<file path="src/rtl/pipe_stage_chain.sv">
// pipe_stage_chain: parametrised chain of STAGES pipe stage registers between
// fetch and execute/memory/writeback. Each stage carries a valid flag and an
// instruction word. Supports per-stage hold with upstream back-pressure,
// bubble insertion below a held stage, a global flush and a retire counter.
//
// Build option: define PIPE_CLEAR_BUBBLE_EN to make every bubble insertion
// (fetch stall, below-hold bubble, flush) write instruction 0. Without it a
// bubble clears only the valid flag and the instruction register keeps its
// old contents, so consumers must qualify the instruction with stageActive.
module pipe_stage_chain #(
    parameter int unsigned STAGES      = 3,
    parameter int unsigned DATA_WIDTH  = 32,
    parameter int unsigned COUNT_WIDTH = 32
) (
    input  logic                         clk,
    input  logic                         rst,
    input  logic                         stepPipe,
    input  logic                         pipeStall,
    input  logic [DATA_WIDTH-1:0]        currentInstruction,
    input  logic                         flush,
    input  logic [STAGES-1:0]            stageHold,
    output logic                         inputReady,
    output logic [STAGES-1:0]            stageActive,
    output logic [STAGES*DATA_WIDTH-1:0] stageInstruction,
    output logic                         retireValid,
    output logic [COUNT_WIDTH-1:0]       retireCount
);

`ifdef PIPE_CLEAR_BUBBLE_EN
    localparam bit BUBBLE_CLEAR = 1'b1;
`else
    localparam bit BUBBLE_CLEAR = 1'b0;
`endif

    localparam logic [COUNT_WIDTH-1:0] COUNT_ONE = COUNT_WIDTH'(1);

    logic [STAGES-1:0]     stage_valid;
    logic [DATA_WIDTH-1:0] stage_data [STAGES];
    logic [STAGES-1:0]     valid_next;
    logic [DATA_WIDTH-1:0] data_next  [STAGES];
    logic [STAGES-1:0]     frozen;
    logic [COUNT_WIDTH-1:0] retire_count;
    logic                  retire_now;

    // A stage is frozen when it or any stage downstream of it is held.
    // Each bit is reduced independently so no combinational chain loops back.
    always_comb begin
        frozen = '0;
        for (int unsigned k = 0; k < STAGES; k++) begin
            frozen[k] = |(stageHold >> k);
        end
    end

    // The last stage retires when it is valid, not held, and the pipe steps
    // without a flush.
    always_comb begin
        retire_now = stepPipe && !flush && stage_valid[STAGES-1]
                     && !stageHold[STAGES-1];
    end

    // Next-state of every stage: flush beats step; frozen stages keep their
    // contents; the stage just below a frozen one receives a bubble.
    always_comb begin
        valid_next = stage_valid;
        for (int unsigned k = 0; k < STAGES; k++) begin
            data_next[k] = stage_data[k];
        end

        if (flush) begin
            valid_next = '0;
            if (BUBBLE_CLEAR) begin
                for (int unsigned k = 0; k < STAGES; k++) begin
                    data_next[k] = '0;
                end
            end
        end else if (stepPipe) begin
            if (!frozen[0]) begin
                valid_next[0] = !pipeStall;
                if (!pipeStall) begin
                    data_next[0] = currentInstruction;
                end else if (BUBBLE_CLEAR) begin
                    data_next[0] = '0;
                end
            end
            for (int unsigned k = 1; k < STAGES; k++) begin
                if (!frozen[k]) begin
                    if (frozen[k-1]) begin
                        valid_next[k] = 1'b0;
                        if (BUBBLE_CLEAR) begin
                            data_next[k] = '0;
                        end
                    end else begin
                        valid_next[k] = stage_valid[k-1];
                        data_next[k]  = stage_data[k-1];
                    end
                end
            end
        end
    end

    // Stage registers and retire counter; reset wins over flush and step.
    always_ff @(posedge clk) begin
        if (rst) begin
            stage_valid  <= '0;
            retire_count <= '0;
            for (int unsigned k = 0; k < STAGES; k++) begin
                stage_data[k] <= '0;
            end
        end else begin
            stage_valid <= valid_next;
            for (int unsigned k = 0; k < STAGES; k++) begin
                stage_data[k] <= data_next[k];
            end
            if (retire_now) begin
                retire_count <= retire_count + COUNT_ONE;
            end
        end
    end

    // Flatten the per-stage instruction words onto the output bus.
    always_comb begin
        stageInstruction = '0;
        for (int unsigned k = 0; k < STAGES; k++) begin
            stageInstruction[k*DATA_WIDTH +: DATA_WIDTH] = stage_data[k];
        end
    end

    // Drive the remaining outputs from internal state.
    always_comb begin
        inputReady  = !frozen[0] && !flush;
        stageActive = stage_valid;
        retireValid = retire_now;
        retireCount = retire_count;
    end

endmodule

</file>
<file path="config.mk">
export PLATFORM = sky130hd
export DESIGN_NAME = pipe_stage_chain
export DESIGN_NICKNAME = d
export VERILOG_FILES = /design/src/rtl/pipe_stage_chain.sv
export SDC_FILE = /design/constraint.sdc
export NUM_CORES = 1
export LEC_CHECK = 0
export BUFFER_PORTS_ARGS = -buffer_cell sky130_fd_sc_hd__buf_2
export CORE_ASPECT_RATIO = 2
export CORE_MARGIN = 3
export CORE_UTILIZATION = 27
export CTS_CLUSTER_DIAMETER = 40
export DETAILED_ROUTE_END_ITERATION = 8
export HOLD_SLACK_MARGIN = 0.15
export PLACE_DENSITY_LB_ADDON = 0.3
export SKIP_CTS_REPAIR_TIMING = 1
export SYNTH_ARGS = -nofsm -noshare
export SYNTH_HDL_FRONTEND = slang
export SYNTH_SLANG_ARGS = --single-unit
</file>
<file path="constraint.sdc">
create_clock -name clk -period 6.8 [get_ports clk]
set_clock_uncertainty 0.15 [all_clocks]
set_input_delay 1.02 -clock clk [delete_from_list [all_inputs] [get_ports clk]]
set_output_delay 1.02 -clock clk [all_outputs]
set_load 0.05 [all_outputs]
</file>
### Word-level counts from Yosys, hierarchy flattened

Memories as Yosys holds them, arrays and structs flattened.
Index checks and enable logic that the tools add are counted.

* $add $sub $neg: 1
* multiplexer cells: 16
* bitwise operators: 6
* reduce and logical (&&, ||, !) cells: 14

Operators by type and width (count)
* two-way mux 32 bit: 9
* two-way mux 96 bit: 2
* adder 32 x 1 -> 32 bit, second input constant: 1
* AND reduction 2 bit: 3
* two-way mux 1 bit: 5
* logical AND 1 bit: 4
* zero test 1 bit: 4
* OR reduction 2 bit: 2
* NOT 1 bit: 3
* bitwise OR 1 bit: 3
* OR reduction 3 bit: 1

* flip-flop bits (word level): 35
* memory bits (writable): 96
* bits of input ports: 40
* output and inout bits: 133
* word-level logic and storage cells: 42
* memories kept: 1

Memory list
* stage_data: words 3, bits a word 32, rd ports 3, clocked after Yosys merged registers in 0, write ports 3, line 38 `logic [DATA_WIDTH-1:0] stage_data [STAGES];`

### Logic depth before layout (Yosys ltp)

Gate-level depths: netlist of run 1.

* word-level depth: 6
* gate-level depth with buffers: 8
* mapped depth without buffers: 5

### Worst setup path after synthesis of run 1

Ideal clock, no wire load.

* path type: input -> output
* start: input port flush
* end: output port inputReady
* arrival time: 2.581 ns
* required time: 5.630 ns
* setup slack: 3.049 ns
* stages: 2
* buffers on the path: 1
* cells stage by stage: buf_6 nor4_1

* word-level cells in the longest chain between the ends: 2

Ends and longest elaborated chain
* start: declaration: line 20 `input logic flush,`
* zero test 1 bit: line 130 `inputReady = !frozen[0] && !flush;`
* logical AND 1 bit: line 130
* end: declaration: line 22 `output logic inputReady,`

Every way passes these cells.

### Final worst setup path of run 1

* start: input port flush
* end: output port retireValid

* word-level cells in the longest chain between the ends: 4

Ends and longest elaborated chain
* zero test 1 bit: line 57 `retire_now = stepPipe && !flush && stage_valid[STAGES-1]`
* logical AND 1 bit (2 in a row): line 57
* logical AND 1 bit: line 58 `&& !stageHold[STAGES-1];`
* end: declaration: line 25 `output logic retireValid,`

Every way passes these cells.

==> results of run 1 <==
## final timing paths
check               startpoint           endpoint  slack (ns)  depth (start not counted)
max reg2reg     stageActive[2]    retireCount[29]        4.33                          4
min          stage_data[0][87]  stage_data[0][87]        0.30                          2
max                      flush        retireValid        3.41                          4
min reg2reg  stage_data[0][87]  stage_data[0][87]        0.30                          2
## area by class of cell
cell class,instances,area (sq um),area share
Clock inverter,10,82.58,0.01245
Timing Repair Buffer,177,900.9,0.1358
Sequential cell,131,2623,0.3953
Multi-Input combinational cell,458,2257,0.3402
Clock buffer,22,474.2,0.07148
Tap cell,216,270.3,0.04074
Inverter,7,26.28,0.003961
## sequential cells by signal, indices dropped and copies added (netlist names)
signal	flops
stageActive	3
retireCount	32
stage_data	96
## worst max-delay path: stages
cell,delay (ns)
buf_2,0.16
nand4bb_1,0.44
inv_1,0.29
buf_2,0.31
## cells by family (layout without fill, tap and decap cells)
logic type	Yosys count	count (layout)	share of synthesized area
adder cells (fa/ha/maj)	1	1	0.002466
AND/OR/NAND/NOR	313	313	0.2740
AO/OA/AOI/OAI	126	126	0.1300
flip-flops	131	131	0.5169
multiplexers	9	9	0.01998
buffers and inverters	50	216	0.04119
XOR/XNOR	9	9	0.01554
## power groups by stage
| stage | Sequential [mW] | Combinational (mW) | Clock [mW] |
|---|---|---|---|
| 5_1_grt | 0.770 | 0.0533 | 0.916 |
| 3_5_place_dp | 0.787 | 0.0494 | 0 |
| 4_1_cts | 0.770 | 0.0495 | 0.886 |
| 6_report | 0.770 | 0.0482 | 0.861 |
| 3_3_place_gp | 0.787 | 0.0490 | 0 |
| 2_1_floorplan | 0.792 | 0.0219 | 0 |
## synthesized netlist by cell type (2+ instances only)
master	count	area, sq um
nand3_1	14	70.07
clkbuf_1	35	131.4
buf_2	2	10.01
nand2b_1	2	12.51
nor2b_1	8	50.05
xor2_1	5	43.79
buf_1	3	11.26
mux2_2	9	101.4
nand4bb_1	2	22.52
o31ai_1	4	30.03
nor3b_1	3	22.52
xnor2_1	4	35.03
buf_6	2	22.52
or3_1	7	43.79
o41ai_1	2	17.52
nand2_1	208	780.8
inv_1	7	26.28
or4_1	4	30.03
a31o_2	2	17.52
o21ai_0	5	25.02
nand4_1	9	56.30
and4_1	5	43.79
nor2_1	23	86.33
and3_1	6	37.54
a21oi_1	112	560.5
nor3_1	9	45.04
nor4_1	8	50.05
dfxtp_1	131	2623
## per-layer routing
layer,routed length (um),vias up,track usage
li1,-,2460,-
met1,5567,2176,0.1480
met2,9134,122,0.3005
met3,705,29,0.03965
met4,434,6,0.06676
met5,34,-,0
==> flow_summary.ini, run 1 <==
[status]
status = finished clean

[worst_setup_path]
cp.required_ns = 5.63
worstPathArrival_ns = 2.22
path_class = primary input to primary output
path_max_fanout = 10
crit_path_start_kind = primary input
critPathCaptureType = primary output

[grt]
grt_pass1_wl_mm = 24.24
grt_pass1_vias = 4668
overflow = 0
antenna_found_initial = 3
grt_usage = 0.1550
grt_max_degree = 80

[floorplanning]
start_util = 0.2759
fp.coreArea_sq_um = 18390
die_w_um = 102.9
fp.dieArea_sq_um = 20570
row_count = 70
die_h_um = 199.9
io_pins = 173

[timing]
layout_setup_ws_ns = 3.414
period_share = 0.4979
slew_violations = 0
rsz0062_at_grt = no
finalSetupViolations = 0
tightest_slew_ns = 1.224
hold_viol_final = 0
holdWs_ns = 0.2992
maxSlewHeadroom = 0.1727
clock.fmax_mhz = 295.4
finalSetupTns_ns = 0
fin_crit_ns = 3.386

[clock_network]
cts_buffers = 17
cts.clk_slew.worst_paths_ns = 0.06
cts_tree = yes
cts-root-buf = clkbuf_16
clockBufferDepth = 2
clock_latency_ns = 0.41
clkSinkCount = 131
h-tree-depth = 4

[drt]
route.vias.total = 4793
ant_nets = 0
wirelength_mm = 15.88
routedWlPerCell_um = 15.55
via_per_inst = 4.694
drc_errors = 0
dr.first_iter.drc_count = 95
first_pass_iters = 4

[yosys]
syn_nets = 680
ys_ff_latch = 131
syn_area_per_cell_sq_um = 7.940
synth-main-ff-cell = dfxtp_1
synthesis.area_sq_um = 5074
async_flop_share = 0
synth_edf_count = 0
synth.distinct_cells = 36
yosysWarningCount = 0
synthCells = 639
ys_seq_area_frac = 0.5169

[layout]
final_core_util = 0.3607
area_growth_pct = 30.75
drive_gt1_frac = 0.2770
fin_cells = 1021
layout_common_cells = nand2_1, buf_2, dfxtp_1
nets = 833
nFillCells = 2023
design_area_sq_um = 6634
antenna_cells = 0
layout_commonest_cell = nand2_1

[place]
routabilityCongestion = 0.7582
dp_hpwl_mm = 11.23
dp_slack_ns = 3.418
portBuffers = 172
placed_area_sq_um = 6077
dp.cells = 989

[power_and_ir_drop]
power_density_nw_per_um2 = 253.2
p_seq_frac = 0.459
swShare = 0.2203
clkPwrFrac = 0.513
leakage_nw = 2.704
power.share.combinational = 0.029
switchingPower_uw = 370.0
p_int_mw = 1.310
total_power_mw = 1.680
ir_drop_mv = 0.1346

[min_path]
hold_class = flip-flop to flip-flop

[run]
drv_cap = 0
No activity file was read; power rests on OpenSTA's default activity.
==> inputs of run 2 (changes only) <==
==> constraint.sdc (replaced) <==
create_clock -name clk -period 2.85 [get_ports clk]
set_clock_uncertainty 0.15 [all_clocks]
set_input_delay 0.4275 -clock clk [delete_from_list [all_inputs] [get_ports clk]]
set_output_delay 0.4275 -clock clk [all_outputs]
set_load 0.05 [all_outputs]
==> run 2 against run 1 <==
Non-clock buffer count grew 45. Clock power grew to 2.7 times the previous value. Worst hold slack lost 0.13 ns. Combinational power grew to 3.3 times the previous value. Register-to-register slack lost 3.8 ns. Critical path depth grew 1. Critical endpoint is now retireCount[30]. Cell area grew 7.7%. First-iteration DRC count grew 28%. Utilization grew 2.8 points. Setup slack lost 2.9 ns. Largest cell class unchanged. Wire length grew 3.0%. Die area is the same.
==> flow_summary.ini, run 2 (synthesis gave the netlist of run 1 again) <==
[drt]
ant_nets = 0
route.vias.total = 5022
via_per_inst = 4.711
dr.first_iter.drc_count = 122
drc_errors = 0
routedWlPerCell_um = 15.35
wirelength_mm = 16.36
first_pass_iters = 4

[timing]
rsz0062_at_grt = no
clock.fmax_mhz = 430.0
tightest_slew_ns = 0.7392
layout_setup_ws_ns = 0.5244
period_share = 0.8160
finalSetupTns_ns = 0
finalSetupViolations = 0
fin_crit_ns = 2.326
hold_viol_final = 0
slew_violations = 0
maxSlewHeadroom = 0.5072

[floorplanning]
die_h_um = 199.9
fp.dieArea_sq_um = 20570
io_pins = 173
row_count = 70
die_w_um = 102.9
fp.coreArea_sq_um = 18390
start_util = 0.2759

[clock_network]
clockBufferDepth = 2
cts-root-buf = clkbuf_16
cts_buffers = 17
cts.clk_slew.worst_paths_ns = 0.06
cts_tree = yes
h-tree-depth = 4
clkSinkCount = 131
clock_latency_ns = 0.42

[worst_setup_path]
reg2reg_to = retireCount[30]
endpoint = retireCount[30]
crit_path_start_kind = flip-flop
worstPathArrival_ns = 2.49
ff2ff_path_depth = 5
path_class = flip-flop to flip-flop
critPathCaptureType = flip-flop
r2r_slack_ns = 0.52
startpoint = retireCount[0]
r2r_start = retireCount[0]
cp.required_ns = 3.01
path_max_fanout = 11

[layout]
antenna_cells = 0
top_register = stage_data
drive_gt1_frac = 0.2788
register_area_sq_um = 2623
layout_common_cells = nand2_1, buf_2, dfxtp_1
largest_reg_flops = 96
nets = 878
area_growth_pct = 40.86
layout_commonest_cell = nand2_1
nFillCells = 1980
multi_input_area_sq_um = 2257

[place]
routabilityCongestion = 0.8004
dp_hpwl_mm = 11.84
dp_slack_ns = 0.3300
portBuffers = 172

[min_path]
hold_class = primary input to flip-flop

[power_and_ir_drop]
ir_drop_mv = 0.3381
power_density_nw_per_um2 = 603.1
leakage_nw = 2.933

[grt]
grt_pass1_vias = 4740
antenna_found_initial = 0
grt_usage = 0.1585
overflow = 0
grt_max_degree = 66
grt_pass1_wl_mm = 24.87

[status]
status = finished clean

[run]
drv_cap = 0
## run 2: worst min path at each step
stage,startpoint,endpoint,slack (ns),depth (start not counted)
2_1_floorplan,pipeStall,stageActive[0],0.39,1
3_3_place_gp,stage_data[0][64],stage_data[0][64],0.29,2
3_5_place_dp,stage_data[0][69],stage_data[0][69],0.29,2
4_1_cts,currentInstruction[1],stage_data[0][1],0.07,3
5_1_grt,currentInstruction[23],stage_data[0][23],0.16,3
6_report,currentInstruction[23],stage_data[0][23],0.17,3
## run 2: cell type report
class	instances	area share
Sequential cell	131	0.3669
Multi-Input combinational cell	458	0.3158
Timing Repair Buffer	222	0.1880
Clock buffer	19	0.06197
Tap cell	216	0.03782
Clock inverter	13	0.02574
Inverter	7	0.003676
## run 2: metal layers
metal,routed length [um],vias to the layer above,track usage
li1,-,2543,-
met1,5814,2315,0.1510
met2,9347,128,0.3033
met3,634,36,0.04035
met4,562,0,0.07685
met5,0,-,0
## run 2: worst max-delay path, stage by stage (launching register included)
cell	delay (ns)
dfxtp_1	0.41
ha_1	0.22
nand3_1	0.14
or3_1	0.57
nor4_1	0.37
mux2_2	0.37
## run 2: report_power, final
group          internal, mW  leakage (nW)  total (mW)  switching, mW
Sequential             1.84          1.05        1.84        0.00286
Combinational        0.0673          1.58       0.160         0.0926
Clock                  1.48         0.299        2.31          0.827
## run 2: stage by stage
stage / power (mW) / instance area, sq um / utilization / hold WS [ns] / cells
finish: 4.310 / 7147 / 0.3886 / 0.1693 / 1066
global route: 4.475 / 7147 / 0.3886 / 0.1627 / 1066
CTS: 4.344 / 6827 / 0.3712 / 0.07487 / 1034
detailed placement: 2.006 / 6200 / 0.3371 / 0.2944 / 1002
global placement: 2.005 / 6200 / 0.3371 / 0.2888 / 1002
floorplan: 1.943 / 5074 / - / 0.3894 / 639
